`src/rtl/risco5_bridge_pkg.sv`:
```
// Shared types and helpers for the Risco_5 core to uio pin-bank memory bridge.
// Frame layout: command beat, address beats, then write data or turnaround plus read data.
package risco5_bridge_pkg;

  typedef enum logic [2:0] {
    IDLE,
    CMD,
    ADDR,
    WDATA,
    TURN,
    RDATA,
    DONE
  } state_t;

  localparam logic CMD_READ  = 1'b0;
  localparam logic CMD_WRITE = 1'b1;

  function automatic int unsigned beat_count(input int unsigned field_w, input int unsigned bus_w);
    return field_w / bus_w;
  endfunction

  // Bits needed to hold any value in 0..max_val.
  function automatic int unsigned count_width(input int unsigned max_val);
    return (max_val < 2) ? 1 : $clog2(max_val + 1);
  endfunction

endpackage

```
`src/rtl/uio_beat_shifter.sv`:
```
// Beat shift register: loads {address, write data}, presents the MSB beat, and
// shifts read beats in at the bottom so the low TAIL_W bits end up holding the read word.
module uio_beat_shifter #(
  parameter int unsigned WORD_W = 56,
  parameter int unsigned BEAT_W = 8,
  parameter int unsigned TAIL_W = 32
) (
  input  logic              clk,
  input  logic              reset,
  input  logic              i_load,
  input  logic [WORD_W-1:0] i_load_word,
  input  logic              i_shift_out,
  input  logic              i_shift_in,
  input  logic [BEAT_W-1:0] i_beat,
  output logic [BEAT_W-1:0] o_beat,
  output logic [TAIL_W-1:0] o_tail
);

  logic [WORD_W-1:0] r_word;

  always_ff @(posedge clk) begin
    if (reset) begin
      r_word <= '0;
    end else if (i_load) begin
      r_word <= i_load_word;
    end else if (i_shift_out) begin
      r_word <= {r_word[WORD_W-BEAT_W-1:0], {BEAT_W{1'b0}}};
    end else if (i_shift_in) begin
      r_word <= {r_word[WORD_W-BEAT_W-1:0], i_beat};
    end
  end

  assign o_beat = r_word[WORD_W-1 -: BEAT_W];
  assign o_tail = r_word[TAIL_W-1:0];

endmodule

```
`src/rtl/uio_mem_bridge.sv`:
```
// Serialises core memory accesses into strobe/ready beat frames on the uio pins,
// turns the bus around for reads, and reports a per-beat wait timeout as mem_err.
module uio_mem_bridge
  import risco5_bridge_pkg::*;
#(
  parameter int unsigned ADDR_WIDTH = 24,
  parameter int unsigned DATA_WIDTH = 32,
  parameter int unsigned BUS_WIDTH  = 8,
  parameter int unsigned TIMEOUT    = 255
) (
  input  logic                  clk,
  input  logic                  reset,
  input  logic                  mem_rd,
  input  logic                  mem_wr,
  input  logic [ADDR_WIDTH-1:0] mem_addr,
  input  logic [DATA_WIDTH-1:0] mem_wdata,
  output logic [DATA_WIDTH-1:0] mem_rdata,
  output logic                  mem_ack,
  output logic                  mem_err,
  output logic [BUS_WIDTH-1:0]  bus_out,
  output logic [BUS_WIDTH-1:0]  bus_oe,
  input  logic [BUS_WIDTH-1:0]  bus_in,
  output logic                  ext_strobe,
  input  logic                  ext_ready
);

  localparam int unsigned AB   = beat_count(ADDR_WIDTH, BUS_WIDTH);
  localparam int unsigned DB   = beat_count(DATA_WIDTH, BUS_WIDTH);
  localparam int unsigned BC_W = count_width(((AB > DB) ? AB : DB) - 1);
  localparam int unsigned WC_W = count_width((TIMEOUT > 0) ? TIMEOUT - 1 : 0);
  localparam logic [BC_W-1:0] ADDR_LAST = BC_W'(AB - 1);
  localparam logic [BC_W-1:0] DATA_LAST = BC_W'(DB - 1);
  localparam logic [WC_W-1:0] WAIT_LAST = WC_W'((TIMEOUT > 0) ? TIMEOUT - 1 : 0);

  state_t            r_state;
  state_t            w_next_state;
  logic              r_is_wr;
  logic              r_err;
  logic [BC_W-1:0]   r_beat;
  logic [WC_W-1:0]   r_wait;

  logic              w_req;
  logic              w_strobe;
  logic              w_drive;
  logic              w_beat_done;
  logic              w_timeout;
  logic              w_load;
  logic              w_shift_out;
  logic              w_shift_in;
  logic [BUS_WIDTH-1:0]  w_shift_beat;
  logic [BUS_WIDTH-1:0]  w_cmd_beat;
  logic [DATA_WIDTH-1:0] w_read_word;

  assign w_req       = mem_wr || mem_rd;
  assign w_drive     = (r_state == CMD) || (r_state == ADDR) || (r_state == WDATA);
  assign w_strobe    = w_drive || (r_state == RDATA);
  assign w_beat_done = w_strobe && ext_ready;
  assign w_timeout   = (TIMEOUT != 0) && w_strobe && !ext_ready && (r_wait == WAIT_LAST);
  assign w_load      = (r_state == IDLE) && w_req;
  assign w_shift_out = w_beat_done && ((r_state == ADDR) || (r_state == WDATA));
  assign w_shift_in  = w_beat_done && (r_state == RDATA);

  // Address and write data travel as one word so the frame order falls out of a single MSB-first shift.
  uio_beat_shifter #(
    .WORD_W(ADDR_WIDTH + DATA_WIDTH),
    .BEAT_W(BUS_WIDTH),
    .TAIL_W(DATA_WIDTH)
  ) u_shifter (
    .clk         (clk),
    .reset       (reset),
    .i_load      (w_load),
    .i_load_word ({mem_addr, mem_wdata}),
    .i_shift_out (w_shift_out),
    .i_shift_in  (w_shift_in),
    .i_beat      (bus_in),
    .o_beat      (w_shift_beat),
    .o_tail      (w_read_word)
  );

  always_ff @(posedge clk) begin
    if (reset) begin
      r_state <= IDLE;
      r_is_wr <= 1'b0;
      r_err   <= 1'b0;
      r_beat  <= '0;
      r_wait  <= '0;
    end else begin
      r_state <= w_next_state;
      if (r_state == IDLE) begin
        r_is_wr <= mem_wr;
        r_err   <= 1'b0;
      end else if (w_timeout) begin
        r_err <= 1'b1;
      end
      if (w_next_state != r_state) begin
        r_beat <= '0;
      end else if (w_beat_done) begin
        r_beat <= r_beat + BC_W'(1);
      end
      if (w_beat_done || !w_strobe) begin
        r_wait <= '0;
      end else begin
        r_wait <= r_wait + WC_W'(1);
      end
    end
  end

  always_comb begin
    w_next_state = r_state;
    case (r_state)
      IDLE:  if (w_req) w_next_state = CMD;
      CMD:   if (w_beat_done) w_next_state = ADDR;
      ADDR:  if (w_beat_done && (r_beat == ADDR_LAST)) w_next_state = r_is_wr ? WDATA : TURN;
      WDATA: if (w_beat_done && (r_beat == DATA_LAST)) w_next_state = DONE;
      TURN:  w_next_state = RDATA;
      RDATA: if (w_beat_done && (r_beat == DATA_LAST)) w_next_state = DONE;
      DONE:  w_next_state = IDLE;
      default: w_next_state = IDLE;
    endcase
    if (w_timeout) w_next_state = DONE;
  end

  // Outputs are forced quiet in any reset cycle, not just after reset takes effect.
  always_comb begin
    w_cmd_beat    = '0;
    w_cmd_beat[0] = r_is_wr ? CMD_WRITE : CMD_READ;
    bus_out       = '0;
    bus_oe        = '0;
    ext_strobe    = 1'b0;
    mem_ack       = 1'b0;
    mem_err       = 1'b0;
    mem_rdata     = '0;
    if (!reset) begin
      ext_strobe = w_strobe;
      if (w_drive) begin
        bus_oe  = '1;
        bus_out = (r_state == CMD) ? w_cmd_beat : w_shift_beat;
      end
      if (r_state == DONE) begin
        mem_ack = 1'b1;
        mem_err = r_err;
        if (!r_err && !r_is_wr) mem_rdata = w_read_word;
      end
    end
  end

endmodule

```
`config.mk`:
```
export PLATFORM = sky130hd
export DESIGN_NAME = uio_mem_bridge
export DESIGN_NICKNAME = d
export VERILOG_FILES = /design/src/rtl/risco5_bridge_pkg.sv /design/src/rtl/uio_beat_shifter.sv /design/src/rtl/uio_mem_bridge.sv
export SDC_FILE = /design/constraint.sdc
export NUM_CORES = 1
export LEC_CHECK = 0
export ABC_CLOCK_PERIOD_IN_PS = 2600
export BUFFER_PORTS_ARGS = -buffer_cell sky130_fd_sc_hd__buf_2
export CAP_MARGIN = 10
export CORE_MARGIN = 5
export CORE_UTILIZATION = 54
export CTS_BUF_LIST = sky130_fd_sc_hd__clkbuf_2
export DETAILED_ROUTE_END_ITERATION = 10
export PLACE_DENSITY = 0.82
export SYNTH_ARGS = -nofsm -noshare
export SYNTH_HDL_FRONTEND = slang
export SYNTH_HIERARCHICAL = 1
export SYNTH_SLANG_ARGS = --single-unit
```
`constraint.sdc`:
```
create_clock -name clk -period 2.6 [get_ports clk]
set_input_delay 0.13 -clock clk [delete_from_list [all_inputs] [get_ports clk]]
set_output_delay 0.13 -clock clk [all_outputs]
set_load 0.05 [all_outputs]
```
After elaboration in Yosys (flattened, before gate mapping)
Cells that the tools add are included.
{"block": "word_totals", "mem_bits_ro": 0, "mem_count": 0, "mem_bits_rw": 0, "latch_bits": 0, "reg_bits": 71}
{"block": "classes", "eq_ne": 10, "n_addsub": 2, "n_bitwise": 0, "mux": 24, "shifts": 0, "n_div": 0, "n_lt_le_gt_ge": 0, "reduce_logical": 25, "multipliers": 0}
{"op": "56-bit two-way mux", "n": 3}
{"op": "32-bit two-way mux", "n": 3}
{"op": "8-bit two-way mux", "n": 5}
{"op": "3-bit two-way mux", "n": 6}
{"op": "3-bit case mux with 5 select lines", "n": 1}
{"op": "3-bit equality test, second input constant", "n": 3}
{"op": "1-bit logical AND", "n": 9}
{"op": "8-bit by 1-bit adder with 8-bit output, second input constant", "n": 1}
{"op": "8-bit equality test, second input constant", "n": 1}
{"op": "2-bit OR reduction", "n": 4}
{"op": "3-bit by 2-bit equality test with 1-bit output, second input constant", "n": 2}
{"op": "1-bit logical OR", "n": 6}
{"op": "1-bit two-way mux", "n": 6}
{"op": "2-bit equality test, second input constant", "n": 2}
{"op": "1-bit logical NOT", "n": 4}
{"op": "3-bit by 1-bit equality test with 1-bit output, second input constant", "n": 1}
{"op": "3-bit logical NOT", "n": 1}
{"op": "3-bit != test", "n": 1}
{"op": "3-bit nonzero test", "n": 1}
{"op": "2-bit by 1-bit adder with 2-bit output, second input constant", "n": 1}

Longest topological paths before layout
Gate-level depths: netlist of run 1.
{"block": "depth", "word_depth": 11, "depth_mapped": 10, "ltp_nobuf": 7}

By module
The synthesis of run 1 kept the hierarchy.
{"mod": "uio_beat_shifter", "seq_area_each_um2": 1121.1, "area_per_inst_um2": 3022.9, "cells_each": 299, "n_inst": 1}
{"mod": "uio_mem_bridge", "seq_area_each_um2": 300.3, "area_per_inst_um2": 1246.2, "cells_each": 156, "n_inst": 1}

Least setup slack after synthesis of run 1
No wires, ideal clock.
{"block": "synth_timing", "path_type": "register to output", "startpoint": "register r_state[0]", "endpoint": "output bus_oe[1]", "stages_incl_launch_ff": 5, "arrival_time_ns": 2.473, "t_required_ns": 2.470, "path_buffers": 2, "slack_ns": -0.003, "path_cell_list": "dfxtp_1 buf_2 nor2_1 nor3_1 buf_4"}
{"block": "synth_between", "elab_chain_len": 5, "word_cells_on_any_way": 7}
{"item": "start: declaration", "line": "uio_mem_bridge.sv:35", "text": "state_t r_state;"}
{"item": "start signal: assignment", "line": "uio_mem_bridge.sv:88", "text": "r_state <= w_next_state;"}
{"item": "3-bit by 1-bit equality test with 1-bit output or 3-bit by 2-bit equality test with 1-bit output (tied branches)", "line": "uio_mem_bridge.sv:55", "text": "assign w_drive = (r_state == CMD) || (r_state == ADDR) || (r_state == WDATA);"}
{"item": "1-bit logical OR", "line": "uio_mem_bridge.sv:55"}
{"item": "1-bit logical OR (*)", "line": "uio_mem_bridge.sv:55"}
{"item": "8-bit two-way mux (*)", "line": "uio_mem_bridge.sv:135", "text": "if (w_drive) begin"}
{"item": "8-bit two-way mux (*)", "line": "uio_mem_bridge.sv:133", "text": "if (!reset) begin"}
{"item": "end: declaration", "line": "uio_mem_bridge.sv:21", "text": "output logic [BUS_WIDTH-1:0] bus_oe,"}
Every way passes the cells marked *; elsewhere a longest branch is shown, timed or not.

Final worst setup path of run 1
{"block": "layout_timing", "startpoint": "register r_state[1]", "endpoint": "output mem_rdata[8]"}
{"block": "layout_between", "elab_chain_len": 3}
{"item": "3-bit equality test", "line": "uio_mem_bridge.sv:139", "text": "if (r_state == DONE) begin"}
{"item": "32-bit two-way mux", "line": "uio_mem_bridge.sv:139"}
{"item": "32-bit two-way mux", "line": "uio_mem_bridge.sv:133"}
{"item": "end: declaration", "line": "uio_mem_bridge.sv:17", "text": "output logic [DATA_WIDTH-1:0] mem_rdata,"}
Every way passes these cells.

==> results of run 1 <==
worst register-to-register path, stage by stage (launching register included):
cell      delay [ps]
dfxtp_2          440
nor3_1           430
o21a_4           250
or3_4            190
buf_12           390
nor2_1           180
a211oi_2         220
through the flow:
step | utilization (%) | power [µW] | hold WS (ps) | setup WS (ps) | cells
2_1_floorplan | - | 2100 | 277 | 310 | 455
4_1_cts | 65.8 | 2800 | 1.78 | 26.1 | 663
6_report | 66.6 | 2800 | 31.9 | 184 | 668
3_5_place_dp | 58.4 | 2140 | 452 | 399 | 601
3_3_place_gp | 58.4 | 2110 | 435 | 452 | 601
5_1_grt | 66.6 | 2950 | 4.07 | 27.4 | 668
layout make-up:
type,instances,share of cell area [%]
clock buffers,10,0.973
clock inverters,6,1.19
inverters,5,0.365
multi-input cells,299,44.5
flip-flops and latches,71,27.7
well taps,102,2.48
repair buffers,175,22.8
power by group through the flow:
stage               Clock (µW)  Sequential, µW  Combinational, µW
floorplan                    0            1320                786
global placement             0            1350                766
detailed placement           0            1350                790
CTS                        627            1330                844
global route               679            1350                925
finish                     616            1330                854
kinds of logic after synthesis:
group | share of synthesized area, %
simple gates | 20.5
buf+inv | 13.5
compound gates | 18.4
flops | 33.3
mux | 11.7
xor+xnor | 1.44
fa+ha+maj | 1.17
worst min-delay path by stage:
stage	from	slack (ps)	to	cells past startpoint
2_1_floorplan	mem_wr	280	r_is_wr	2
5_1_grt	mem_addr[0]	4	u_shifter/r_word[32]	3
6_report	bus_in[1]	30	u_shifter/r_word[1]	4
4_1_cts	mem_addr[16]	2	u_shifter/r_word[48]	3
3_3_place_gp	mem_wr	440	r_is_wr	3
3_5_place_dp	mem_wr	450	r_is_wr	3
cells in the mapped netlist, types with 2 or more instances:
cell type / count / area (µm²)
a31oi_1: 2 / 12.5
and2_1: 14 / 87.6
or3_1: 2 / 12.5
mux2i_1: 50 / 500
buf_2: 9 / 45.0
xor2_1: 3 / 26.3
and4_1: 2 / 17.5
nand3_1: 3 / 15.0
dfxtp_1: 71 / 1420
clkbuf_1: 14 / 52.6
a22oi_1: 8 / 60.1
buf_4: 48 / 360
nor2_1: 73 / 274
buf_6: 9 / 101
o21ai_0: 2 / 10.0
nand2_1: 8 / 30.0
inv_1: 4 / 15.0
a211oi_1: 3 / 22.5
nor3_1: 12 / 60.1
a211oi_2: 48 / 601
a21oi_1: 7 / 35.0
ha_1: 4 / 50.1
nand2b_1: 12 / 75.1
and2_2: 27 / 203
xnor2_1: 4 / 35.0
a311oi_1: 2 / 17.5
registers in the layout, indices dropped and copies added (netlist names):
| name | cells |
|---|---|
| u_shifter/r_word | 56 |
| r_wait | 8 |
| r_state | 3 |
| r_beat | 2 |
| r_err | 1 |
| r_is_wr | 1 |
timing repair:
item                       in CTS  in global routing
gates resized for setup         0                  4
setup endpoints to repair       0                 32
hold endpoints to repair       46                  5
hold buffers                   46                  5
layer usage:
layer	vias to the layer above	wire, µm	GRT usage [%]
met5	-	0	0
met4	0	226	8.09
met3	18	679	5.17
met2	138	5200	34.9
met1	1644	4370	24.2
li1	1733	-	-
==> qor.yml, run 1 <==
syn_avg_cell_area_um2: 9.38
finalCritPeriodShare_pct: 92.9
fin_skew_ps: 33.3
final-setup-viol-count: 0
ios: 120
postLayoutCellArea_um2: 5140
wl_per_cell_um: 15.7
place.gp.congestion: 0.916
wl_um: 10500
antenna_found_initial: 0
seq_area_um2: 1430
die_area_um2: 9780
grt_max_degree: 99
grt-ovfl-total: 0
maxSlewHeadroom_pct: 35.4
cp-end-kind: "output pin"
ant_nets: 0
crit_buf_inv: 3
via_per_inst: 5.29
rsz0062_at_grt: "no"
swShare_pct: 35.0
r2r-start: "r_state[2]"
synth_nets: 528
num_vias: 3533
reg2reg_setup_slack_ps: 430
cts_setup_buffers: 0
vdd_ir_drop_max_uv: 392
clock_sinks: 71
regToRegEndpoint: "u_shifter/r_word[47]"
ys_async_sr_fraction_pct: 0
critPathTopFamily: "simple AND/OR/NAND/NOR gates"
syn_inst: 455
status: "completed"
io_buffers: 119
cts.clk_slew.worst_paths_ps: 190
arrival_ps: 2290
grt_usage_pct: 20.3
dpl_cell_area_um2: 4520
crit_chain: "inv_2 > nor4b_4 > nor3b_4 > buf_6 > and2_2 > buf_2"
max_freq_mhz: 414
clk_latency_ps: 530
grt_pass1_wl_um: 16300
yosysSeqAreaShare_pct: 33.3
areaGrowthSynthToFinish_pct: 20.5
endpoint: "mem_rdata[8]"
drc: 0
worstPathRequired_ps: 2470
path_class: "reg -> out"
dp_hpwl_um: 6870
start_util_pct: 55.2
syn-cell-area_um2: 4270
num-fill-cells: 608
yosys_warnings: 6
slew_violations: 0
cts_buffers: 9
drtIter0Drc: 197
drv_cap: 0
hold_violations: 0
drtPass1Iterations: 6
layout-drive-gt1-share_pct: 40.1
cp-startpoint: "r_state[1]"
ys_types: 40
die_height_um: 98.9
multiInputGateArea_um2: 2290
ctsLongestPathBuffers: 2
powerDensity_nw_per_um2: 545
slowest_delay_ps: 450
setup-tns-final_ps: 0
cts_tree: "built"
leakage_uw: 0.00229
die_x_um: 98.9
period_minus_slack_ps: 2420
pwr-share-comb_pct: 30.5
synth-seq-cells: 71
seqPwrFrac_pct: 47.5
grt_pass1_vias: 3465
crit_fanout: 32
layout_common_cells: "buf_2 (118), nor2_1 (73), dfxtp_1 (68)"
start_kind: "register"
core_area_um2: 7730
rows: 32
synthFlopType: "dfxtp_1"
worstMarginPinSlew_ps: 969
p_switching_uw: 980
n_antenna_cell: 0
clkPwrFrac_pct: 22.0
layout.nets: 634
layout_commonest_cell: "buf_2"
hold_class: "in -> reg"
cp_slowest_cell: "dfxtp_2"
r2r_cells: 6
cts_root_buffer: "clkbuf_2"
cp.depth: 6
p_int_uw: 1820
htreeDepth: 3
synth_edf_count: 0
(Power assumes the default switching activity.)
==> inputs of run 2 (changes only) <==
--- a/config.mk
+++ b/config.mk
@@ -12,7 +12,7 @@
 export CORE_UTILIZATION = 54
 export CTS_BUF_LIST = sky130_fd_sc_hd__clkbuf_2
 export DETAILED_ROUTE_END_ITERATION = 10
-export PLACE_DENSITY = 0.82
+export PLACE_DENSITY = 0.87
 export SYNTH_ARGS = -nofsm -noshare
 export SYNTH_HDL_FRONTEND = slang
 export SYNTH_HIERARCHICAL = 1
==> run 2 against run 1 <==
  * Sequential share of layout area is 1.1 points higher
  * Highest routed layer unchanged
  * Total power shrank 2.2%
  * Non-clock buffer count is 17 lower
  * Critical path depth did not move
  * Final cell count decreased by 2.5%
  * Critical path type unchanged
  * Sequential power barely moved
  * Routed wire length decreased by 6.2%
  * Global-route usage shrank 0.36 points
==> qor.yml, run 2 (synthesized netlist as in run 1, its figures left out) <==
die_height_um: 98.9  # unchanged
antenna_found_initial: 0  # unchanged
slew_violations: 0  # unchanged
rows: 32  # unchanged
wl_per_cell_um: 15.1  # was 15.7 µm
ctsLongestPathBuffers: 2  # unchanged
num-fill-cells: 630  # was 608
max_freq_mhz: 418  # was 414 MHz
hold_start: "mem_addr[8]"  # was bus_in[1]
r2r-start: "r_state[0]"  # was r_state[2]
busiest_layer: "met2"  # unchanged
dp_hpwl_um: 6860  # was 6870 µm
ant_nets: 0  # unchanged
via_per_inst: 5.27  # was 5.29
drv_cap: 0  # unchanged
drtIter0Drc: 221  # was 197
die_x_um: 98.9  # unchanged
path_class: "reg -> out"  # unchanged
cp_slowest_cell: "dfxtp_2"  # unchanged
die_area_um2: 9780  # unchanged
hold_class: "in -> reg"  # unchanged
start_util_pct: 55.2  # unchanged
drtPass1Iterations: 4  # was 6
layout-drive-gt1-share_pct: 41.2  # was 40.1%
grt_pass1_wl_um: 16000  # was 16,300 µm
arrival_ps: 2260  # was 2290 ps
clock_sinks: 71  # unchanged
crit_chain: "inv_2 > nor4b_4 > nor3b_4 > buf_4 > and2_2 > buf_2"  # was inv_2 > nor4b_4 > nor3b_4 > buf_6 > and2_2 > buf_2
max_flop_register: "u_shifter/r_word"  # unchanged
met3_usage_pct: 3.54  # was 5.17%
grt_use_met1_pct: 24.9  # was 24.2%
grt-ovfl-total: 0  # unchanged
regToRegEndpoint: "u_shifter/r_word[43]"  # was u_shifter/r_word[47]
grt_pass1_vias: 3410  # was 3,465
rsz0062_at_grt: "no"  # unchanged
layout.nets: 617  # was 634
reg2reg_setup_slack_ps: 390  # was 430 ps
powerDensity_nw_per_um2: 554  # was 545 nW/µm²
layout_commonest_cell: "buf_2"  # unchanged
n_antenna_cell: 0  # unchanged
worstPathRequired_ps: 2470  # about the same
cp-end-kind: "output pin"  # unchanged
wl_um: 9820  # was 10,500 µm
htreeDepth: 3  # unchanged
cts.clk_slew.worst_paths_ps: 190  # about the same
grt_usage_pct: 20.0  # was 20.3%
hold_violations: 0  # unchanged
cts_buffers: 9  # unchanged
leakage_uw: 0.00221  # was 0.00229 µW
finalCritPeriodShare_pct: 92.1  # was 92.9%
layout_common_cells: "buf_2 (118), nor2_1 (73), dfxtp_1 (68)"  # unchanged
p_total_uw: 2740  # was 2800 µW
final-setup-viol-count: 0  # unchanged
worstMarginPinSlew_ps: 956  # was 969 ps
period_minus_slack_ps: 2390  # was 2420 ps
multiInputGateArea_um2: 2290  # unchanged
maxSlewHeadroom_pct: 36.2  # was 35.4%
cts_tree: "built"  # unchanged
worstHoldEndpoint: "u_shifter/r_word[40]"  # was u_shifter/r_word[1]
num_vias: 3429  # was 3,533
drc: 0  # unchanged
status: "completed"  # unchanged
vdd_ir_drop_max_uv: 350  # was 392 µV
seq_area_um2: 1430  # unchanged
fin_skew_ps: 23.1  # was 33.3 ps
io_buffers: 119  # unchanged
grt_max_degree: 67  # was 99
hold_path_depth: 3  # was 4
largest_register_ffs: 56  # unchanged
areaGrowthSynthToFinish_pct: 15.8  # was 20.5%
place.gp.congestion: 0.866  # was 0.916
reg_top3: "u_shifter/r_word (56), r_wait (8), r_state (3)"  # unchanged
start_kind: "register"  # unchanged
ios: 120  # unchanged
setup-tns-final_ps: 0  # unchanged
cts_root_buffer: "clkbuf_2"  # unchanged
crit_buf_inv: 3  # unchanged
clk_latency_ps: 480  # was 530 ps
slowest_delay_ps: 440  # was 450 ps
crit_fanout: 32  # unchanged
core_area_um2: 7730  # unchanged
r2r_cells: 6  # unchanged
critPathTopFamily: "simple AND/OR/NAND/NOR gates"  # unchanged
met2_usage_pct: 33.4  # was 34.9%
[run 2: worst max-delay path by stage]
stage,startpoint,to,slack (ps),cells after the start
2_1_floorplan,r_state[1],mem_rdata[19],310,5
6_report,r_state[1],mem_rdata[25],210,6
4_1_cts,r_state[2],mem_rdata[25],40,5
3_5_place_dp,r_state[0],u_shifter/r_word[50],370,6
5_1_grt,r_state[1],mem_rdata[15],10,6
3_3_place_gp,r_state[0],u_shifter/r_word[48],460,6
[run 2: layer usage]
layer	routed length, µm	share of wire (%)	vias to the layer above
li1	-	-	1705
met1	4180	43	1601
met2	4820	49	102
met3	556	5.7	21
met4	269	2.7	0
met5	0	0	-
[run 2: cell type report]
class,instances,share of cell area (%)
tap,102,2.58
clock buffer,10,1.01
timing repair buffer,158,19.9
multi-input combinational,299,46.3
sequential,71,28.8
inverter,5,0.380
clock inverter,6,1.04
[run 2: worst register-to-register path: cells and delay by family, from the launching register on]
kind                   cells  cell delay (ps)
AO/OA/AOI/OAI              2              450
buffers and inverters      1              550
flip-flops                 1              440
AND/OR/NAND/NOR            3              670
[run 2: through the flow]
step,instances,utilization [%],setup slack (ps),area (µm²),hold WS (ps)
3_5_place_dp,603,58.5,372,4520,447
2_1_floorplan,455,-,310,4270,277
3_3_place_gp,603,58.5,457,4520,428
6_report,651,64.0,206,4940,28.4
5_1_grt,651,64.0,11.2,4940,4.22
4_1_cts,650,63.8,36.4,4930,1.22
[run 2: where the power goes]
part	total (µW)	internal [µW]	switching, µW
clock	585	215	370
sequential	1330	1230	104
combinational	825	353	472
[run 2: timing repair]
| item | 4_1_cts | 5_1_grt |
|---|---|---|
| setup endpoints to repair | 0 | 32 |
| resized for setup | 0 | 3 |
| buffers inserted | 0 | 0 |
| hold endpoints to repair | 31 | 1 |
| hold buffers | 31 | 1 |
==> inputs of run 3 (changes only) <==
--- a/config.mk
+++ b/config.mk
@@ -9,10 +9,10 @@
 export BUFFER_PORTS_ARGS = -buffer_cell sky130_fd_sc_hd__buf_2
 export CAP_MARGIN = 10
 export CORE_MARGIN = 5
-export CORE_UTILIZATION = 54
+export CORE_UTILIZATION = 44
 export CTS_BUF_LIST = sky130_fd_sc_hd__clkbuf_2
 export DETAILED_ROUTE_END_ITERATION = 10
-export PLACE_DENSITY = 0.87
+export PLACE_DENSITY = 0.74
 export SYNTH_ARGS = -nofsm -noshare
 export SYNTH_HDL_FRONTEND = slang
 export SYNTH_HIERARCHICAL = 1
==> run 3 against run 2 <==
  * Global-route usage down 2.9 points
  * Non-clock buffer count is 18 higher
  * Highest routed layer unchanged
  * Clock power shrank 15%
  * Core utilization down 10 points
  * Sequential cell count is the same
  * Die area is 20% higher
  * Critical endpoint is now mem_rdata[0]
  * Sequential share of layout area down 1.2 points
==> qor.yml, run 3 (synthesized netlist as in run 1, its figures left out) <==
status: "completed"  # unchanged
worstMarginPinSlew_ps: 554  # was 956 ps
layout-drive-gt1-share_pct: 39.9  # was 41.2%
slowest_delay_ps: 430  # was 440 ps
rows: 36  # was 32
dp_hpwl_um: 6940  # was 6860 µm
drc: 0  # unchanged
p_total_uw: 2680  # was 2740 µW
via_per_inst: 4.97  # was 5.27
finalNonFillerCells: 700  # was 651
seq_area_um2: 1430  # unchanged
cts_root_buffer: "clkbuf_2"  # unchanged
cts.clk_slew.worst_paths_ps: 180  # was 190 ps
grt-ovfl-total: 0  # unchanged
placedCellCount: 633  # was 603
cts_tree: "built"  # unchanged
max_freq_mhz: 412  # was 418 MHz
cts_buffers: 9  # unchanged
drtIter0Drc: 170  # was 221
crit_fanout: 32  # unchanged
post-route-util_pct: 53.5  # was 64.0%
arrival_ps: 2300  # was 2260 ps
rsz0062_at_grt: "no"  # unchanged
largest_register_ffs: 56  # unchanged
max_flop_register: "u_shifter/r_word"  # unchanged
grt_pass1_vias: 3415  # was 3,410
crit_chain: "inv_2 > nor4b_4 > nor3b_4 > buf_4 > and2_2 > buf_2"  # unchanged
place.gp.congestion: 0.829  # was 0.866
num-fill-cells: 919  # was 630
grt_pass1_wl_um: 16000  # about the same
cp-end-kind: "output pin"  # unchanged
grt_usage_pct: 17.1  # was 20.0%
cp_slowest_cell: "dfxtp_2"  # unchanged
areaGrowthSynthToFinish_pct: 20.8  # was 15.8%
slew_violations: 0  # unchanged
hold_violations: 0  # unchanged
grt_max_degree: 105  # was 67
multiInputGateArea_um2: 2290  # unchanged
finalCritPeriodShare_pct: 93.3  # was 92.1%
antenna_found_initial: 0  # unchanged
ant_nets: 0  # unchanged
final-setup-viol-count: 0  # unchanged
drtPass1Iterations: 4  # unchanged
start_util_pct: 44.3  # was 55.2%
powerDensity_nw_per_um2: 520  # was 554 nW/µm²
detailedPlace.worstSlack_ps: 498  # was 372 ps
core_area_um2: 9640  # was 7730 µm²
ios: 120  # unchanged
hold_class: "in -> reg"  # unchanged
wl_um: 10200  # was 9820 µm
layout_common_cells: "buf_2 (118), nor2_1 (73), dfxtp_1 (68)"  # unchanged
reg_top3: "u_shifter/r_word (56), r_wait (8), r_state (3)"  # unchanged
io_buffers: 119  # unchanged
num_vias: 3477  # was 3,429
worstPathRequired_ps: 2470  # about the same
period_minus_slack_ps: 2430  # was 2390 ps
layout.nets: 635  # was 617
vdd_ir_drop_max_uv: 252  # was 350 µV
layout_commonest_cell: "buf_2"  # unchanged
start_kind: "register"  # unchanged
drv_cap: 0  # unchanged
setup-tns-final_ps: 0  # unchanged
leakage_uw: 0.00228  # was 0.00221 µW
htreeDepth: 3  # unchanged
die_height_um: 109  # was 98.9 µm
fin_ws_ps: 174  # was 206 ps
maxSlewHeadroom_pct: 63.1  # was 36.2%
n_antenna_cell: 0  # unchanged
clk_latency_ps: 500  # was 480 ps
die_x_um: 109  # was 98.9 µm
clock_sinks: 71  # unchanged
fin_skew_ps: 41.0  # was 23.1 ps
ctsLongestPathBuffers: 2  # unchanged
die_area_um2: 11800  # was 9780 µm²
wl_per_cell_um: 14.6  # was 15.1 µm
path_class: "reg -> out"  # unchanged
-- run 3: changes by cell type in the layout (fill, tap and decap cells not counted) --
cell and change:
dlygate4sd3_1 +19, clkinvlp_4 +1, buf_4 -2, bufinv_16 -1, buf_12 +1, clkbuf_2 +1, clkinv_1 -1
-- run 3: metrics by stage --
stage | hold WS, ps | cell area (µm²)
3_5_place_dp | 462 | 4560
5_1_grt | 8.57 | 5160
4_1_cts | 1.64 | 5150
2_1_floorplan | 277 | 4270
3_3_place_gp | 455 | 4560
6_report | 40.6 | 5160
-- run 3: path summary, 6_finish.rpt --
| check | start | endpoint | slack, ps | cells past startpoint |
|---|---|---|---|---|
| max | r_state[1] | mem_rdata[0] | 170 | 6 |
| min | mem_addr[21] | u_shifter/r_word[53] | 40 | 3 |
| max reg2reg | r_state[2] | u_shifter/r_word[10] | 510 | 6 |
| min reg2reg | r_wait[0] | r_wait[0] | 500 | 1 |
-- run 3: worst max-delay path: cells and delay by family (launching register included) --
kind / cells / cell delay (ps)
buffers and inverters: 3 / 620
AND/OR/NAND/NOR: 3 / 760
flip-flops: 1 / 430
-- run 3: area by class of cell --
| class | count | share of cell area, % |
|---|---|---|
| Multi-Input combinational cell | 299 | 44.4 |
| Sequential cell | 71 | 27.6 |
| Timing Repair Buffer | 176 | 22.9 |
| Tap cell | 133 | 3.23 |
| Clock buffer | 11 | 1.07 |
| Clock inverter | 5 | 0.485 |
| Inverter | 5 | 0.364 |
-- run 3: repair_timing --
item                                   4_1_cts  5_1_grt
setup buffers                                0        0
pin swaps                                    0        0
endpoints found under the hold margin       51        0
gates resized for setup                      2        1
hold buffers                                51        0
setup endpoints to repair                    6        6
-- run 3: metal layers --
metal  global-route usage [%]  vias to the layer above  share of wire (%)
met5                        0                        -                  0
met3                     3.94                       11                6.0
li1                         -                     1738                  -
met2                     29.0                      106                 49
met4                     5.14                        0                1.1
met1                     21.6                     1622                 44
-- run 3: where the power goes --
part / leakage, µW / total, µW / switching (µW) / internal (µW)
Clock: 0.0000568 / 496 / 371 / 125
Sequential: 0.000587 / 1330 / 105 / 1230
Combinational: 0.00164 / 855 / 480 / 375
